`src/rtl/memory_instruction_queue_pkg.sv`:
```
// memory_instruction_queue_pkg: memory-instruction word layout shared by the control unit and the queue
package memory_instruction_queue_pkg;
  localparam int MAB_DEFAULT = 15;
  localparam int TARGET_W = 2;
  localparam int HEIGHT_W = 5;
  localparam int WIDTH_W = 5;
  localparam int HDR_W = 1 + TARGET_W + HEIGHT_W + WIDTH_W + 2;
  function automatic int mem_instr_width(input int mab);
    return 6 * mab + HDR_W;
  endfunction
  typedef enum logic [TARGET_W-1:0] {TGT_0 = 2'd0, TGT_1 = 2'd1, TGT_2 = 2'd2, TGT_3 = 2'd3} mem_target_e;
  typedef struct packed {
    logic is_load;
    mem_target_e target;
    logic [HEIGHT_W-1:0] height;
    logic [WIDTH_W-1:0] width;
    logic zero_flag;
    logic skip_flag;
    logic signed [MAB_DEFAULT-1:0] addr;
    logic signed [MAB_DEFAULT-1:0] stridex;
    logic signed [MAB_DEFAULT-1:0] stridey;
    logic signed [MAB_DEFAULT-1:0] daddr;
    logic signed [MAB_DEFAULT-1:0] dstridex;
    logic signed [MAB_DEFAULT-1:0] dstridey;
  } mem_instr_t;
endpackage

```
`src/rtl/memory_instruction_queue_sync_fifo.sv`:
```
// sync_fifo: registered FIFO with count, full/empty and a synchronous clear
module sync_fifo #(
  parameter int WIDTH = 8,
  parameter int LOG_DEPTH = 3
) (
  input  logic                 clk,
  input  logic                 rst,
  input  logic                 clr,
  input  logic                 push,
  input  logic                 pop,
  input  logic [WIDTH-1:0]     din,
  output logic [WIDTH-1:0]     dout,
  output logic                 full,
  output logic                 empty,
  output logic [LOG_DEPTH:0]   count
);
  localparam int DEPTH = 1 << LOG_DEPTH;
  logic [WIDTH-1:0] mem_q [DEPTH];
  logic [LOG_DEPTH-1:0] wr_q, rd_q;
  logic [LOG_DEPTH:0] cnt_q;
  logic do_push, do_pop;
  assign full = cnt_q == (LOG_DEPTH+1)'(DEPTH);
  assign empty = cnt_q == '0;
  assign count = cnt_q;
  assign dout = mem_q[rd_q];
  // full is judged before any same-cycle pop, so a push into a full queue is always dropped
  assign do_push = push && !full;
  assign do_pop = pop && !empty;
  always_ff @(posedge clk or posedge rst)
    if (rst) begin
      wr_q <= '0;
      rd_q <= '0;
      cnt_q <= '0;
    end else if (clr) begin
      wr_q <= '0;
      rd_q <= '0;
      cnt_q <= '0;
    end else begin
      wr_q <= wr_q + LOG_DEPTH'(do_push);
      rd_q <= rd_q + LOG_DEPTH'(do_pop);
      cnt_q <= cnt_q + (LOG_DEPTH+1)'(do_push) - (LOG_DEPTH+1)'(do_pop);
    end
  always_ff @(posedge clk)
    if (do_push && !clr) mem_q[wr_q] <= din;
endmodule

```
`src/rtl/memory_instruction_queue.sv`:
```
// memory_instruction_queue: buffers packed memory instructions and replays each copy_count+1 times with address deltas
module memory_instruction_queue
  import memory_instruction_queue_pkg::*;
#(
  parameter int MEMORY_ADDRESS_BITS = MAB_DEFAULT,
  parameter int SUPERSCALAR_LOG_WIDTH = 2,
  parameter int QUEUE_LOG_DEPTH = 3,
  parameter int MEM_INSTR_WIDTH = mem_instr_width(MEMORY_ADDRESS_BITS)
) (
  input  logic                             clk,
  input  logic                             reset,
  input  logic                             flush,
  input  logic [MEM_INSTR_WIDTH-1:0]       memory_instructions,
  input  logic                             memory_instruction_we,
  input  logic [SUPERSCALAR_LOG_WIDTH-1:0] copy_count,
  output logic                             queue_full,
  output logic                             queue_almost_full,
  output logic [QUEUE_LOG_DEPTH:0]         occupancy,
  output logic                             overflow_error,
  output logic                             out_valid,
  input  logic                             out_ready,
  output logic                             out_is_load,
  output logic [TARGET_W-1:0]              out_target,
  output logic [HEIGHT_W-1:0]              out_height,
  output logic [WIDTH_W-1:0]               out_width,
  output logic                             out_zero_flag,
  output logic                             out_skip_flag,
  output logic [MEMORY_ADDRESS_BITS-1:0]   out_addr,
  output logic [MEMORY_ADDRESS_BITS-1:0]   out_stridex,
  output logic [MEMORY_ADDRESS_BITS-1:0]   out_stridey,
  output logic [SUPERSCALAR_LOG_WIDTH-1:0] out_copy_index,
  output logic                             out_last_copy
);
  localparam int MAB = MEMORY_ADDRESS_BITS;
  localparam int SLW = SUPERSCALAR_LOG_WIDTH;
  logic [MEM_INSTR_WIDTH+SLW-1:0] head;
  logic [MEM_INSTR_WIDTH-1:0] word;
  logic [SLW-1:0] head_cc, idx_q, idx_d;
  logic [MAB-1:0] h_addr, h_sx, h_sy, h_daddr, h_dsx, h_dsy;
  logic [MAB-1:0] off_addr_q, off_addr_d, off_sx_q, off_sx_d, off_sy_q, off_sy_d;
  logic fire, empty, overflow_q, overflow_d;
  sync_fifo #(.WIDTH(MEM_INSTR_WIDTH + SLW), .LOG_DEPTH(QUEUE_LOG_DEPTH)) u_fifo (
    .clk   (clk),
    .rst   (reset),
    .clr   (flush),
    .push  (memory_instruction_we),
    .pop   (fire && out_last_copy),
    .din   ({memory_instructions, copy_count}),
    .dout  (head),
    .full  (queue_full),
    .empty (empty),
    .count (occupancy)
  );
  assign {word, head_cc} = head;
  assign {out_is_load, out_target, out_height, out_width, out_zero_flag, out_skip_flag,
          h_addr, h_sx, h_sy, h_daddr, h_dsx, h_dsy} = word;
  assign out_valid = !empty;
  assign queue_almost_full = occupancy >= (QUEUE_LOG_DEPTH+1)'((1 << QUEUE_LOG_DEPTH) - 1);
  assign overflow_error = overflow_q;
  assign fire = out_valid && out_ready;
  assign out_copy_index = idx_q;
  assign out_last_copy = idx_q == head_cc;
  assign out_addr = h_addr + off_addr_q;
  assign out_stridex = h_sx + off_sx_q;
  assign out_stridey = h_sy + off_sy_q;
  // the last copy pops the entry, so the replay state restarts at zero for the next head
  always_comb begin
    idx_d = (flush || (fire && out_last_copy)) ? '0 : fire ? idx_q + 1'b1 : idx_q;
    off_addr_d = (flush || (fire && out_last_copy)) ? '0 : fire ? off_addr_q + h_daddr : off_addr_q;
    off_sx_d = (flush || (fire && out_last_copy)) ? '0 : fire ? off_sx_q + h_dsx : off_sx_q;
    off_sy_d = (flush || (fire && out_last_copy)) ? '0 : fire ? off_sy_q + h_dsy : off_sy_q;
    overflow_d = overflow_q || (memory_instruction_we && queue_full);
  end
  always_ff @(posedge clk or posedge reset)
    if (reset) begin
      idx_q <= '0;
      off_addr_q <= '0;
      off_sx_q <= '0;
      off_sy_q <= '0;
      overflow_q <= 1'b0;
    end else begin
      idx_q <= idx_d;
      off_addr_q <= off_addr_d;
      off_sx_q <= off_sx_d;
      off_sy_q <= off_sy_d;
      overflow_q <= overflow_d;
    end
endmodule

```
`config.mk`:
```
export PLATFORM = sky130hd
export DESIGN_NAME = memory_instruction_queue
export DESIGN_NICKNAME = d
export VERILOG_FILES = /design/src/rtl/memory_instruction_queue_pkg.sv /design/src/rtl/memory_instruction_queue_sync_fifo.sv /design/src/rtl/memory_instruction_queue.sv
export SDC_FILE = /design/constraint.sdc
export NUM_CORES = 1
export LEC_CHECK = 0
export CAP_MARGIN = 30
export CORE_ASPECT_RATIO = 1.75
export CORE_MARGIN = 2
export CORE_UTILIZATION = 50
export CTS_CLUSTER_DIAMETER = 30
export DETAILED_ROUTE_END_ITERATION = 8
export GPL_TIMING_DRIVEN = 0
export PLACE_DENSITY = 0.75
export SLEW_MARGIN = 20
export SYNTH_ARGS = -nofsm -noshare
export SYNTH_HDL_FRONTEND = slang
export SYNTH_HIERARCHICAL = 1
export SYNTH_SLANG_ARGS = --single-unit
```
`constraint.sdc`:
```
create_clock -name clk -period 8.9 [get_ports clk]
set_input_delay 1.335 -clock clk [delete_from_list [all_inputs] [get_ports clk]]
set_output_delay 1.335 -clock clk [all_outputs]
set_load 0.03 [all_outputs]
```
### Yosys cells after proc, flatten, opt, wreduce, memory -nomap -nowiden

Memory sizes are Yosys's and may differ from the RTL's.
Index checks and enable logic that the tools add are counted.
W data, S select, Z words.

* bits in writable memories: 856
* memories kept: 1
* output and inout port bits: 71
* bits in latches: 0
* bits of input ports: 112
* bits in read-only memories: 0
* bits in registers: 58
* word-level logic and storage cells: 49

Memory list
* u_fifo.mem_q: words 8, bits a word 107, read ports 1, clocked after Yosys merged registers in 0, write ports 1, RTL line memory_instruction_queue_sync_fifo.sv:18 `logic [WIDTH-1:0] mem_q [DEPTH];`

* shift-type cells: 0
* equality and inequality tests: 2
* div/mod/pow operators: 0
* $lt $le $gt $ge: 1
* add/sub/neg operators: 11
* multiplexer cells: 13
* multiply operators: 0
* bitwise gates (word level): 0
* reductions and logical operators: 13

Operators by type and width (number)
* $add A15 B15 Y15: 6
* $mux W15: 6
* $add A3 B1 Y3: 2
* $logic_and A1 B1 Y1: 6
* $mux W3: 2
* $add A4 B1 Y4: 1
* $eq A4 B4 Y1 const B: 1
* $ge A4 B3 Y1 const B: 1
* $logic_not A4 Y1: 1
* $mux W2: 2
* $mux W4: 1
* $sub A4 B1 Y4: 1
* $logic_not A1 Y1: 3
* $add A2 B1 Y2 const B: 1
* $eq A2 B2 Y1: 1
* $logic_or A1 B1 Y1: 2
* $mux W1: 2
* $reduce_bool A2 Y1: 1

### Longest topological paths before layout

* word-level depth: 7
* mapped depth: 14
* mapped depth without buffers: 13

### Cells and area by module

Netlist, hierarchy kept.

Modules (own cells, without submodules)
* sync_fifo: times used 1, area each 32758.9 sq um, sequential area each 25954.9 sq um, cells an instance 1303
* memory_instruction_queue: times used 1, area each 5412.7 sq um, sequential area each 1201.2 sq um, cells an instance 645

### Worst setup path before layout

OpenSTA, ideal clock, no wires.

* path type: input to register
* start: input port flush
* end: memory u_fifo/mem_q[1][0] (netlist bit), enable pin
* stages: 2
* path buffers: 0
* path slack: -0.621 ns
* required time: 8.196 ns
* setup time: 0.704 ns
* arrival time: 8.817 ns
* cell sequence: nand4b_1 > nor3_1

* cells in the longest elaborated chain, start to end: 4

Ends and longest elaborated chain
* start, declared: RTL line memory_instruction_queue.sv:12 `input logic flush,`
* $logic_not A1 Y1: RTL line memory_instruction_queue_sync_fifo.sv:44 `if (do_push && !clr) mem_q[wr_q] <= din;`
* $logic_and A1 B1 Y1: RTL line memory_instruction_queue_sync_fifo.sv:44
* $mux W1: RTL line memory_instruction_queue_sync_fifo.sv:44
* $mux W1 (implied by the code): RTL line memory_instruction_queue_sync_fifo.sv:44
* end, declared: RTL line memory_instruction_queue_sync_fifo.sv:18

Every way passes these cells.

### Final worst setup path

* start: register u_fifo.rd_q[1]
* end: output port out_addr[14]

* cells in the longest elaborated chain, start to end: 2

Ends and longest elaborated chain
* start, declared: RTL line memory_instruction_queue_sync_fifo.sv:19 `logic [LOG_DEPTH-1:0] wr_q, rd_q;`
* start signal, assigned: RTL line memory_instruction_queue_sync_fifo.sv:40 `rd_q <= rd_q + LOG_DEPTH'(do_pop);`
* $mem_v2 Z8 W107
* net head[77]: RTL line memory_instruction_queue.sv:36 `logic [MEM_INSTR_WIDTH+SLW-1:0] head;`
* $add A15 B15 Y15: RTL line memory_instruction_queue.sv:63 `assign out_addr = h_addr + off_addr_q;`
* end, declared: RTL line memory_instruction_queue.sv:28 `output logic [MEMORY_ADDRESS_BITS-1:0] out_addr,`

The timed path passes the listed nets, and every way through them passes these cells.

==> impl_metrics.env <==
export IMPL_outcome="completed"
export IMPL_antenna_found_initial=9
export IMPL_drv_slew=0
export IMPL_min_period_ns=7.69
export IMPL_boundaryPins=183
export IMPL_setup_viol=0
export IMPL_clk_pin_slew_worst_paths_ns=0.06
export IMPL_wl_mm=90.6
export IMPL_syn_area_per_cell_um2=19.6
export IMPL_relSlewSlack=0.369
export IMPL_cts_resized=0
export IMPL_place_inst=3208
export IMPL_power_leakage_nw=15.4
export IMPL_drc=0
export IMPL_cp_data_required_time_ns=7.57
export IMPL_dr_pass1_iters=7
export IMPL_track_usage=0.237
export IMPL_fin_cells=3412
export IMPL_drive_gt1_frac=0.265
export IMPL_fin_crit_sh=0.864
export IMPL_dieHeight_um=370
export IMPL_dieArea_mm2=0.0787
export IMPL_vias_per_cell=5.90
export IMPL_vias=20100
export IMPL_yosysSeqAreaShare=0.711
export IMPL_synth_seq_cells=914
export IMPL_timing_hold_violations_final=0
export IMPL_ir_drop_uv=267
export IMPL_htreeDepth=3
export IMPL_die_w_um=213
export IMPL_power_density_mw_per_mm2=268
export IMPL_root_buffer="clkbuf_16"
export IMPL_rsz0062_at_grt="false"
export IMPL_cts_buffer_depth=3
export IMPL_grt_overflow=0
export IMPL_hp_class="reg2reg"
export IMPL_post_cts_setup_buffers=0
export IMPL_synth_edf_count=856
export IMPL_fin_skew_ns=0.0374
export IMPL_start_util=0.503
export IMPL_synth_area_leaders="edfxtp_1, mux4_2, dfrtp_1, mux2_2, ha_1"
export IMPL_final_nets=2511
export IMPL_drt_initial_drc_count=1386
export IMPL_ys_dominant_reg_cell="edfxtp_1"
export IMPL_synth_common_cells="edfxtp_1, mux4_2, mux2_2"
export IMPL_clock_latency_ns=0.69
export IMPL_fin_util=0.610
export IMPL_grt_pass1_wl_mm=135
export IMPL_cp_data_arrival_time_ns=6.36
export IMPL_grt_max_degree=48
export IMPL_path_max_fanout=10
export IMPL_hold_buffers=0
export IMPL_endpoint_kind="output port"
export IMPL_synth_most_common_cell="edfxtp_1"
export IMPL_startpoint_type="flop"
export IMPL_clock_fmax_ghz=0.130
export IMPL_grt_pass1_vias=21500
export IMPL_place_congestion=0.834
export IMPL_timing_worst_setup_path_type="reg2out"
export IMPL_async_reset_ff_frac=0.0635
export IMPL_synth_distinct_cells=65
export IMPL_clock_sinks=914
export IMPL_ant_nets=0
export IMPL_wl_per_cell_um=26.5
export IMPL_syn_inst=1948
export IMPL_netlist_area_leader_share=0.673
export IMPL_dp_final_hpwl_mm=61.5
export IMPL_area_delta_synth_final_pct=21.4
export IMPL_port_buffer_count=182
export IMPL_cts_tree="built"
export IMPL_max_slew_worst_pin_slew_ns=0.946
export IMPL_cap_violations=0
export IMPL_synthesis_nets=2161
export IMPL_netlist_area_mm2=0.0382
export IMPL_fin_tns_setup_ns=0
export IMPL_yosys_warnings=6
export IMPL_fp_row_count=134
export IMPL_core_mm2=0.0760
export IMPL_yosysTopAreaCell="edfxtp_1"
export IMPL_numCtsBuffers=107
where the power goes:
group / leakage, nW / internal, mW / switching, mW
clock network: 1.81 / 2.70 / 1.85
logic: 5.09 / 1.22 / 1.63
registers: 8.52 / 4.90 / 0.135
cell usage in the layout, fill, tap and decap left out, types with 20 or more instances in the layout:
master / n
clkbuf_16: 108
mux4_2: 214
a21oi_1: 57
inv_6: 22
buf_2: 20
mux2_2: 107
buf_12: 20
xor2_1: 33
nor2_1: 52
o21ai_0: 66
buf_6: 22
clkbuf_1: 28
inv_1: 25
nand2_1: 66
a21o_1: 25
dfrtp_1: 58
ha_1: 94
xnor2_1: 43
edfxtp_1: 856
clkdlybuf4s50_1: 182
metrics by stage:
| step | setup slack [ns] | hold WS (ns) | instance area [um2] | power (mW) |
|---|---|---|---|---|
| finish | 1.21 | 0.459 | 46300 | 12.4 |
| global route | 0.915 | 0.475 | 46300 | 12.9 |
| CTS | 1.21 | 0.458 | 46300 | 12.5 |
| detailed placement | 2.07 | 0.443 | 42500 | 7.96 |
| global placement | -3.39 | 0.437 | 41300 | 7.85 |
| floorplan | 2.25 | 0.479 | 38200 | 6.92 |
final cells by class:
cell class | instances | area (um2)
inverters | 26 | 100
repair buffers | 241 | 3010
multi-input cells | 935 | 10600
fillers | 5213 | 29600
clock inverters | 88 | 1060
well taps | 1020 | 1280
clock buffers | 112 | 2720
plain buffers | 73 | 447
flip-flops and latches | 914 | 27200
diodes | 3 | 7.51
critical path: stages (launching register included):
cell and delay, ns:
dfrtp_1 0.35, buf_2 0.32, buf_2 0.50, buf_1 0.66
mux4_2 0.40, mux2_2 0.29, ha_1 0.23, fa_1 0.43
a211oi_1 0.27, nor2_1 0.12, o41ai_1 0.52, o21ai_0 0.22
a21oi_1 0.26, o21ai_0 0.16, xnor2_1 0.24, clkdlybuf4s50_1 0.72
metal layers:
layer,vias to the layer above,global-route usage,part of all wire
li1,8729,-,-
met1,10500,0.277,0.36
met2,693,0.412,0.53
met3,206,0.0470,0.059
met4,14,0.122,0.050
met5,-,0,0.00079
cell families (layout without fill, tap and decap cells):
| kind of cell | count (synthesis) | after routing | share of synthesized area |
|---|---|---|---|
| DFF | 914 | 914 | 0.711 |
| xor gates and xnor gates | 76 | 76 | 0.0174 |
| other | 0 | 3 | 0 |
| adders and majority gates | 101 | 101 | 0.0345 |
| and+or+nand+nor | 190 | 190 | 0.0228 |
| AOI/OAI and AO/OA | 246 | 246 | 0.0416 |
| muxes | 322 | 322 | 0.158 |
| buffers and inverters | 99 | 540 | 0.0142 |
path summary, 6_finish.rpt:
check | from | endpoint | depth (start not counted) | slack, ns
min | overflow_error$_DFF_PP0_ | overflow_error$_DFF_PP0_ | 1 | 0.46
min in group asynchronous | reset | overflow_error$_DFF_PP0_ | 2 | 0.90
min reg2reg | overflow_error$_DFF_PP0_ | overflow_error$_DFF_PP0_ | 1 | 0.46
max reg2reg | u_fifo/rd_q[1]$_DFF_PP0_ | off_sx_q[14]$_DFFE_PP0P_ | 14 | 4.17
max in group asynchronous | reset | off_sx_q[14]$_DFFE_PP0P_ | 3 | 7.48
max | u_fifo/rd_q[1]$_DFF_PP0_ | out_addr[14] | 15 | 1.21
flip-flops by register name (all words and copies together) (netlist names):
register        cells
off_addr_q         15
overflow_error      1
u_fifo/count        4
u_fifo/rd_q         3
off_sx_q           15
u_fifo/mem_q      856
out_copy_index      2
u_fifo/wr_q         3
off_sy_q           15
No activity file was read; power rests on OpenSTA's default activity.
